File: src/rtl/branch_cache_update_ctrl.sv
// ---------------------------------------------------------------------------
// branch_cache_update_ctrl
//
// Schedules updates for the branch cache's single jump-update port. Resolved
// branches from two execute pipes (EXE0 = older, EXE1 = younger) go into a
// small in-order FIFO. At most one entry is issued per cycle. An entry whose
// set index matches a same-cycle cache search is held back, but only for
// STALL_LIMIT cycles in a row; after that it is issued anyway. A flush drops
// every pending entry and sends a one-cycle (or level) flush to the cache.
//
// Handshake (EXE pipes): a request is accepted at a rising clock edge when
// VALID=1 and LOCK=0 in that cycle and no flush is requested. While LOCK=1
// the pipe holds VALID and its payload stable. A request presented together
// with iFLUSH=1 and LOCK=0 is discarded. LOCK depends only on registered
// state, never on VALID.
//
// Ports:
//   iCLOCK, inRESET          clock, asynchronous active-low reset
//   iFLUSH                   flush request (pulse or level)
//   iEXEx_VALID/HIT/ADDR/INST_ADDR, oEXEx_LOCK   resolved-branch input, x=0,1
//   iSEARCH_STB, iSEARCH_INST_ADDR               snooped cache search
//   oJUMP_STB/HIT/ADDR/INST_ADDR                 cache update (registered)
//   oCACHE_FLUSH             registered flush to the cache
//   oBUSY                    registered: entries pending or update issued
//   oDEBUG_STATE             current FSM state (0=RUN, 1=FLUSH)
// ---------------------------------------------------------------------------
module branch_cache_update_ctrl #(
  parameter int FIFO_DEPTH   = 4,
  parameter int FIFO_DEPTH_N = 2,
  parameter int STALL_LIMIT  = 3
) (
  input  logic        iCLOCK,
  input  logic        inRESET,
  input  logic        iFLUSH,
  input  logic        iEXE0_VALID,
  input  logic        iEXE0_HIT,
  input  logic [31:0] iEXE0_ADDR,
  input  logic [31:0] iEXE0_INST_ADDR,
  output logic        oEXE0_LOCK,
  input  logic        iEXE1_VALID,
  input  logic        iEXE1_HIT,
  input  logic [31:0] iEXE1_ADDR,
  input  logic [31:0] iEXE1_INST_ADDR,
  output logic        oEXE1_LOCK,
  input  logic        iSEARCH_STB,
  input  logic [31:0] iSEARCH_INST_ADDR,
  output logic        oJUMP_STB,
  output logic        oJUMP_HIT,
  output logic [31:0] oJUMP_ADDR,
  output logic [31:0] oJUMP_INST_ADDR,
  output logic        oCACHE_FLUSH,
  output logic        oBUSY,
  output logic        oDEBUG_STATE
);

  typedef enum logic {
    ST_RUN   = 1'b0,
    ST_FLUSH = 1'b1
  } state_t;

  // Lock one entry early: both pipes may enqueue in the same cycle, so at
  // count == FIFO_DEPTH-2 two writes still fit, at FIFO_DEPTH-1 they do not.
  localparam logic [FIFO_DEPTH_N:0] LOCK_LEVEL = (FIFO_DEPTH_N+1)'(FIFO_DEPTH - 1);
  localparam logic [3:0]            STALL_MAX  = 4'(STALL_LIMIT);

  state_t                  state, state_next;
  logic [FIFO_DEPTH_N:0]   count, count_next;
  logic [FIFO_DEPTH_N-1:0] wr_ptr, wr_ptr_next, wr_slot1;
  logic [FIFO_DEPTH_N-1:0] rd_ptr, rd_ptr_next;
  logic [3:0]              stall_cnt, stall_next;

  // Entry layout: {hit, addr[31:0], inst_addr[31:0]}.
  logic [64:0] mem [FIFO_DEPTH];
  logic [64:0] head;
  logic [64:0] entry0, entry1;

  logic lock, accept, enq0, enq1;
  logic head_valid, conflict, deq, busy_next;

  // Only the set index [4:2] of the search address takes part in the check.
  logic unused_search_bits;
  assign unused_search_bits = ^{iSEARCH_INST_ADDR[31:5], iSEARCH_INST_ADDR[1:0]};

  assign entry0 = {iEXE0_HIT, iEXE0_ADDR, iEXE0_INST_ADDR};
  assign entry1 = {iEXE1_HIT, iEXE1_ADDR, iEXE1_INST_ADDR};

  assign oEXE0_LOCK   = lock;
  assign oEXE1_LOCK   = lock;
  assign oDEBUG_STATE = (state == ST_FLUSH);

  // Next-state / datapath control.
  always_comb begin
    state_next  = ST_RUN;
    lock        = 1'b0;
    accept      = 1'b0;
    enq0        = 1'b0;
    enq1        = 1'b0;
    head        = mem[rd_ptr];
    head_valid  = 1'b0;
    conflict    = 1'b0;
    deq         = 1'b0;
    stall_next  = stall_cnt;
    count_next  = count;
    wr_ptr_next = wr_ptr;
    wr_slot1    = wr_ptr;
    rd_ptr_next = rd_ptr;
    busy_next   = 1'b0;

    // FLUSH always lasts one cycle; a held iFLUSH simply re-enters it.
    if (iFLUSH) begin
      state_next = ST_FLUSH;
    end

    lock   = (state == ST_FLUSH) || (count >= LOCK_LEVEL);
    accept = (state == ST_RUN) && !iFLUSH && !lock;
    enq0   = accept && iEXE0_VALID;
    enq1   = accept && iEXE1_VALID;

    // Dequeue looks at the registered head only, so an entry written at an
    // edge becomes issuable from the following cycle.
    head_valid = (state == ST_RUN) && !iFLUSH && (count != '0);
    conflict   = iSEARCH_STB && (iSEARCH_INST_ADDR[4:2] == head[4:2]);
    deq        = head_valid && (!conflict || (stall_cnt == STALL_MAX));

    if (iFLUSH || deq) begin
      stall_next = 4'd0;
    end else if (head_valid && conflict) begin
      stall_next = stall_cnt + 4'd1;
    end

    // EXE1 lands behind EXE0 when both are written in the same cycle.
    wr_slot1 = enq0 ? (wr_ptr + FIFO_DEPTH_N'(1)) : wr_ptr;

    if (iFLUSH) begin
      count_next  = '0;
      wr_ptr_next = '0;
      rd_ptr_next = '0;
    end else begin
      count_next  = count + (FIFO_DEPTH_N+1)'(enq0) + (FIFO_DEPTH_N+1)'(enq1)
                          - (FIFO_DEPTH_N+1)'(deq);
      wr_ptr_next = wr_ptr + FIFO_DEPTH_N'(enq0) + FIFO_DEPTH_N'(enq1);
      rd_ptr_next = rd_ptr + FIFO_DEPTH_N'(deq);
    end

    busy_next = (count_next != '0) || deq;
  end

  // Queue storage; contents are meaningless while count is zero, so no reset.
  always_ff @(posedge iCLOCK) begin
    if (enq0) begin
      mem[wr_ptr] <= entry0;
    end
    if (enq1) begin
      mem[wr_slot1] <= entry1;
    end
  end

  always_ff @(posedge iCLOCK or negedge inRESET) begin
    if (!inRESET) begin
      state           <= ST_RUN;
      count           <= '0;
      wr_ptr          <= '0;
      rd_ptr          <= '0;
      stall_cnt       <= 4'd0;
      oJUMP_STB       <= 1'b0;
      oJUMP_HIT       <= 1'b0;
      oJUMP_ADDR      <= 32'd0;
      oJUMP_INST_ADDR <= 32'd0;
      oCACHE_FLUSH    <= 1'b0;
      oBUSY           <= 1'b0;
    end else begin
      state        <= state_next;
      count        <= count_next;
      wr_ptr       <= wr_ptr_next;
      rd_ptr       <= rd_ptr_next;
      stall_cnt    <= stall_next;
      oJUMP_STB    <= deq;
      oCACHE_FLUSH <= iFLUSH;
      oBUSY        <= busy_next;
      // Payload holds the last issued entry between strobes.
      if (deq) begin
        {oJUMP_HIT, oJUMP_ADDR, oJUMP_INST_ADDR} <= head;
      end
    end
  end

endmodule

File: config.mk
export PLATFORM = sky130hd
export DESIGN_NAME = branch_cache_update_ctrl
export DESIGN_NICKNAME = d
export VERILOG_FILES = /design/src/rtl/branch_cache_update_ctrl.sv
export SDC_FILE = /design/constraint.sdc
export NUM_CORES = 1
export LEC_CHECK = 0
export CORE_UTILIZATION = 60
export DETAILED_ROUTE_END_ITERATION = 10
export DONT_BUFFER_PORTS = 1
export PLACE_DENSITY = 0.81
export SLEW_MARGIN = 20
export SYNTH_ARGS = -nofsm -noshare
export SYNTH_HDL_FRONTEND = slang
export SYNTH_SLANG_ARGS = --single-unit
File: constraint.sdc
create_clock -name iCLOCK -period 4.5 [get_ports iCLOCK]
set_clock_uncertainty 0.1 [all_clocks]
set_input_delay 1.125 -clock iCLOCK [delete_from_list [all_inputs] [get_ports iCLOCK]]
set_output_delay 1.125 -clock iCLOCK [all_outputs]
set_load 0.02 [all_outputs]
==> summary.md <==
| Metric | Value |
|---|---|
| CTS Hold Bufs | 0 |
| Post-synthesis sequential area ratio | between 60% and 70% |
| IO Port Bufs | 0 |
| Antenna-violating nets left | 0 |
| CTS Buffer Depth | 3 |
| Htree depth | 2 |
| Syn_area_per_cell | between 15 and 20 µm² |
| Worst Tran Pin Value | 1140 ps |
| Crit-path max FO | 8 |
| Skew-Pair Late Insertion Delay | 510 ps |
| # rows | 58 |
| Cell count after synthesis | approximately 860 |
| P&R area growth vs syn | 9.89% |
| CP Capture Type | flop |
| # IOs | 239 |
| Core area | between 20000 and 30000 µm² |
| Setup-failing EPs final | 0 |
| Vias in the first global route | 8671 |
| Post-CTS sizing | 0 |
| Clk root buf | clkbuf_16 |
| Synthesized Nets | roughly 1000 |
| Commonest non-fill, non-tap cell in the layout | mux2_2 |
| VDD IR max | 0.000361 V |
| Die extent in y | 164 µm |
| Slew Limit Fails | 0 |
| Initial Utilization | between 60% and 70% |
| # diodes | 0 |
| Total gr overflow | 0 |
| Pin count of the biggest net entering global routing | 80 |
| Synth Cell Area | roughly 16000 µm² |
| Initial antenna violation count | 0 |
| Setup Buffers After CTS | 0 |
| Power density cells | approximately 500 nW/µm² |
| Warnings, synthesis | 0 |
| Outcome | completed |
| Most frequent cells in the layout | 325 x mux2_2, 260 x edfxtp_1, 77 x dfrtp_1, 65 x mux4_2, 37 x clkbuf_16 |
| DR pass1 iterations | 4 |
| Detailed Route Iter0 Violations | 543 |
| Area of the multi-input gates | 5710 µm² |
| Max Cap Viol | 0 |
| FF-to-FF Start | rd_ptr[0]$_DFF_PN0_ |
| Number of remaining DRC errors | 0 |
| RSZ-0062 raised after global routing | no |
| Clk pin slew, worst setup/hold paths | roughly 60 ps |
| WL per Instance | 27.0 µm |
| Register bit total from synthesis | 339 |
| Final wirelength | 32.8 mm |
| Worst Setup Start Kind | flop |
| # fillers | roughly 1600 |
| Final worst path period share | 82.1% |
| End of the worst register-to-register path | oBUSY$_DFF_PN0_ |
| Max transition margin | 24.2% |
| Register Area | 9790 µm² |
| CP required | 4770 ps |
| Layout cells sized above 1 | 52.4% |
| Drt via density | 6.51 |
| Full die area | 26800 µm² |
| CTS tree | built |
| LEAKAGE | 5.75 nW |
| Arrival time worst endpoint | 3970 ps |
| DR vias | 7918 |
| Worst Hold Class | in2async |
| CP Class | reg2reg |
| Inserted Clock Buffers | 36 |
| Gr usage total | between 20% and 30% |
| Yosys cell types | 32 |
| GPL Wtd Cong | 0.758 |
| Clock Sink Count | roughly 340 |
| Worst-case reg-to-reg path depth | 11 |
| Final net count | ~1000 |
| Setup TNS Final | 0 ps |
| Post-DP HPWL | 18.7 mm |
| Die W | 164 µm |
| Final hold viol count | 0 |
| First-pass GRT wire length | 49.6 mm |
| Final hold slack | 211 ps |
| R2r setup slk | 800 ps |
| FMAX | 271 MHz |
| Post-route minimum period | 3700 ps |
==> area by class of cell <==
cell class	count	area share [%]
clock buffers	47	5.65
clock inverters	18	0.973
inverters	9	0.196
multi-input cells	461	33.1
flip-flops and latches	339	56.8
well taps	330	2.40
repair buffers	13	0.857
==> routing by layer <==
metal,GRT usage (%),wire [µm]
met5,0,0
met4,7.91,714
met3,7.11,2350
met2,44.4,17400
met1,29.3,12300
==> critical path, stage by stage, from the launching register on <==
cell,delay (ps)
dfrtp_4,510
mux4_2,560
xor2_1,180
nor4_4,480
nor2_4,50
ha_1,290
inv_1,70
fa_1,170
inv_1,60
fa_1,520
nor2_1,60
or4_1,510
==> cells by family after synthesis <==
kind of cell	after synthesis	share of synthesized area, %
adders and majority gates	11	1.02
and+or+nand+nor	40	1.33
muxes	390	32.7
AOI/OAI and AO/OA	14	0.551
DFF	339	62.4
buffers and inverters	63	1.69
xor gates and xnor gates	6	0.335
==> how the worst max path moves through the flow <==
stage | startpoint | to | slack, ps
finish | rd_ptr[0]$_DFF_PN0_ | oBUSY$_DFF_PN0_ | 800
global route | rd_ptr[0]$_DFF_PN0_ | oBUSY$_DFF_PN0_ | 660
global placement | iSEARCH_STB | oBUSY$_DFF_PN0_ | 800
CTS | rd_ptr[0]$_DFF_PN0_ | oBUSY$_DFF_PN0_ | 770
floorplan | iEXE0_VALID | mem[2][0]$_DFFE_PP_ | 50
detailed placement | iSEARCH_STB | oBUSY$_DFF_PN0_ | 760
==> sequential cells by signal, indices dropped and copies added, names as in the netlist <==
| register | count |
|---|---|
| oJUMP_ADDR | 32 |
| oJUMP_HIT | 1 |
| mem | 260 |
| oBUSY | 1 |
| oCACHE_FLUSH | 1 |
| oJUMP_INST_ADDR | 32 |
| wr_ptr | 2 |
| count | 3 |
| stall_cnt | 4 |
| rd_ptr | 2 |
| oJUMP_STB | 1 |
==> synth_stat cells <==
cell type / n / area [µm²]
fa_1: 3 / 60.1
xnor2_1: 1 / 8.76
o31ai_1: 1 / 7.51
nor2_1: 10 / 37.5
buf_2: 5 / 25.0
dfrtp_1: 79 / 1980
a21o_1: 3 / 22.5
a31oi_1: 3 / 18.8
or3_1: 2 / 12.5
buf_4: 2 / 15.0
mux2_2: 325 / 3660
inv_1: 9 / 33.8
nor4_4: 1 / 21.3
or4_1: 1 / 7.51
nor2b_1: 2 / 12.5
ha_1: 8 / 100
a22oi_1: 1 / 7.51
nor3_1: 4 / 20.0
a21oi_1: 3 / 15.0
and3b_1: 1 / 8.76
and2_1: 1 / 6.26
nand2_1: 9 / 33.8
edfxtp_1: 260 / 7810
o21ai_0: 3 / 15.0
nor2_2: 1 / 6.26
xor2_1: 5 / 43.8
buf_1: 9 / 33.8
clkbuf_1: 36 / 135
nand3_1: 6 / 30.0
nand2b_1: 2 / 12.5
buf_6: 2 / 22.5
mux4_2: 65 / 1460
==> report_power, final <==
| part | leakage, nW | internal (mW) | switching (mW) |
|---|---|---|---|
| Sequential | 3.32 | 3.84 | 0.691 |
| Combinational | 1.88 | 0.691 | 0.512 |
| Clock | 0.558 | 1.70 | 1.18 |
==> stage by stage <==
step	util, %	std cells	cell area, µm²	power, mW	worst slack, ps
CTS	67.8	1217	17200	8.69	773
detailed placement	63.4	1152	16100	5.82	757
finish	67.8	1217	17200	8.61	805
floorplan	-	863	15700	5.46	54.7
global route	67.8	1217	17200	8.93	657
global placement	63.4	1152	16100	5.74	805
Note: power is estimated with default switching activity, not from simulation.
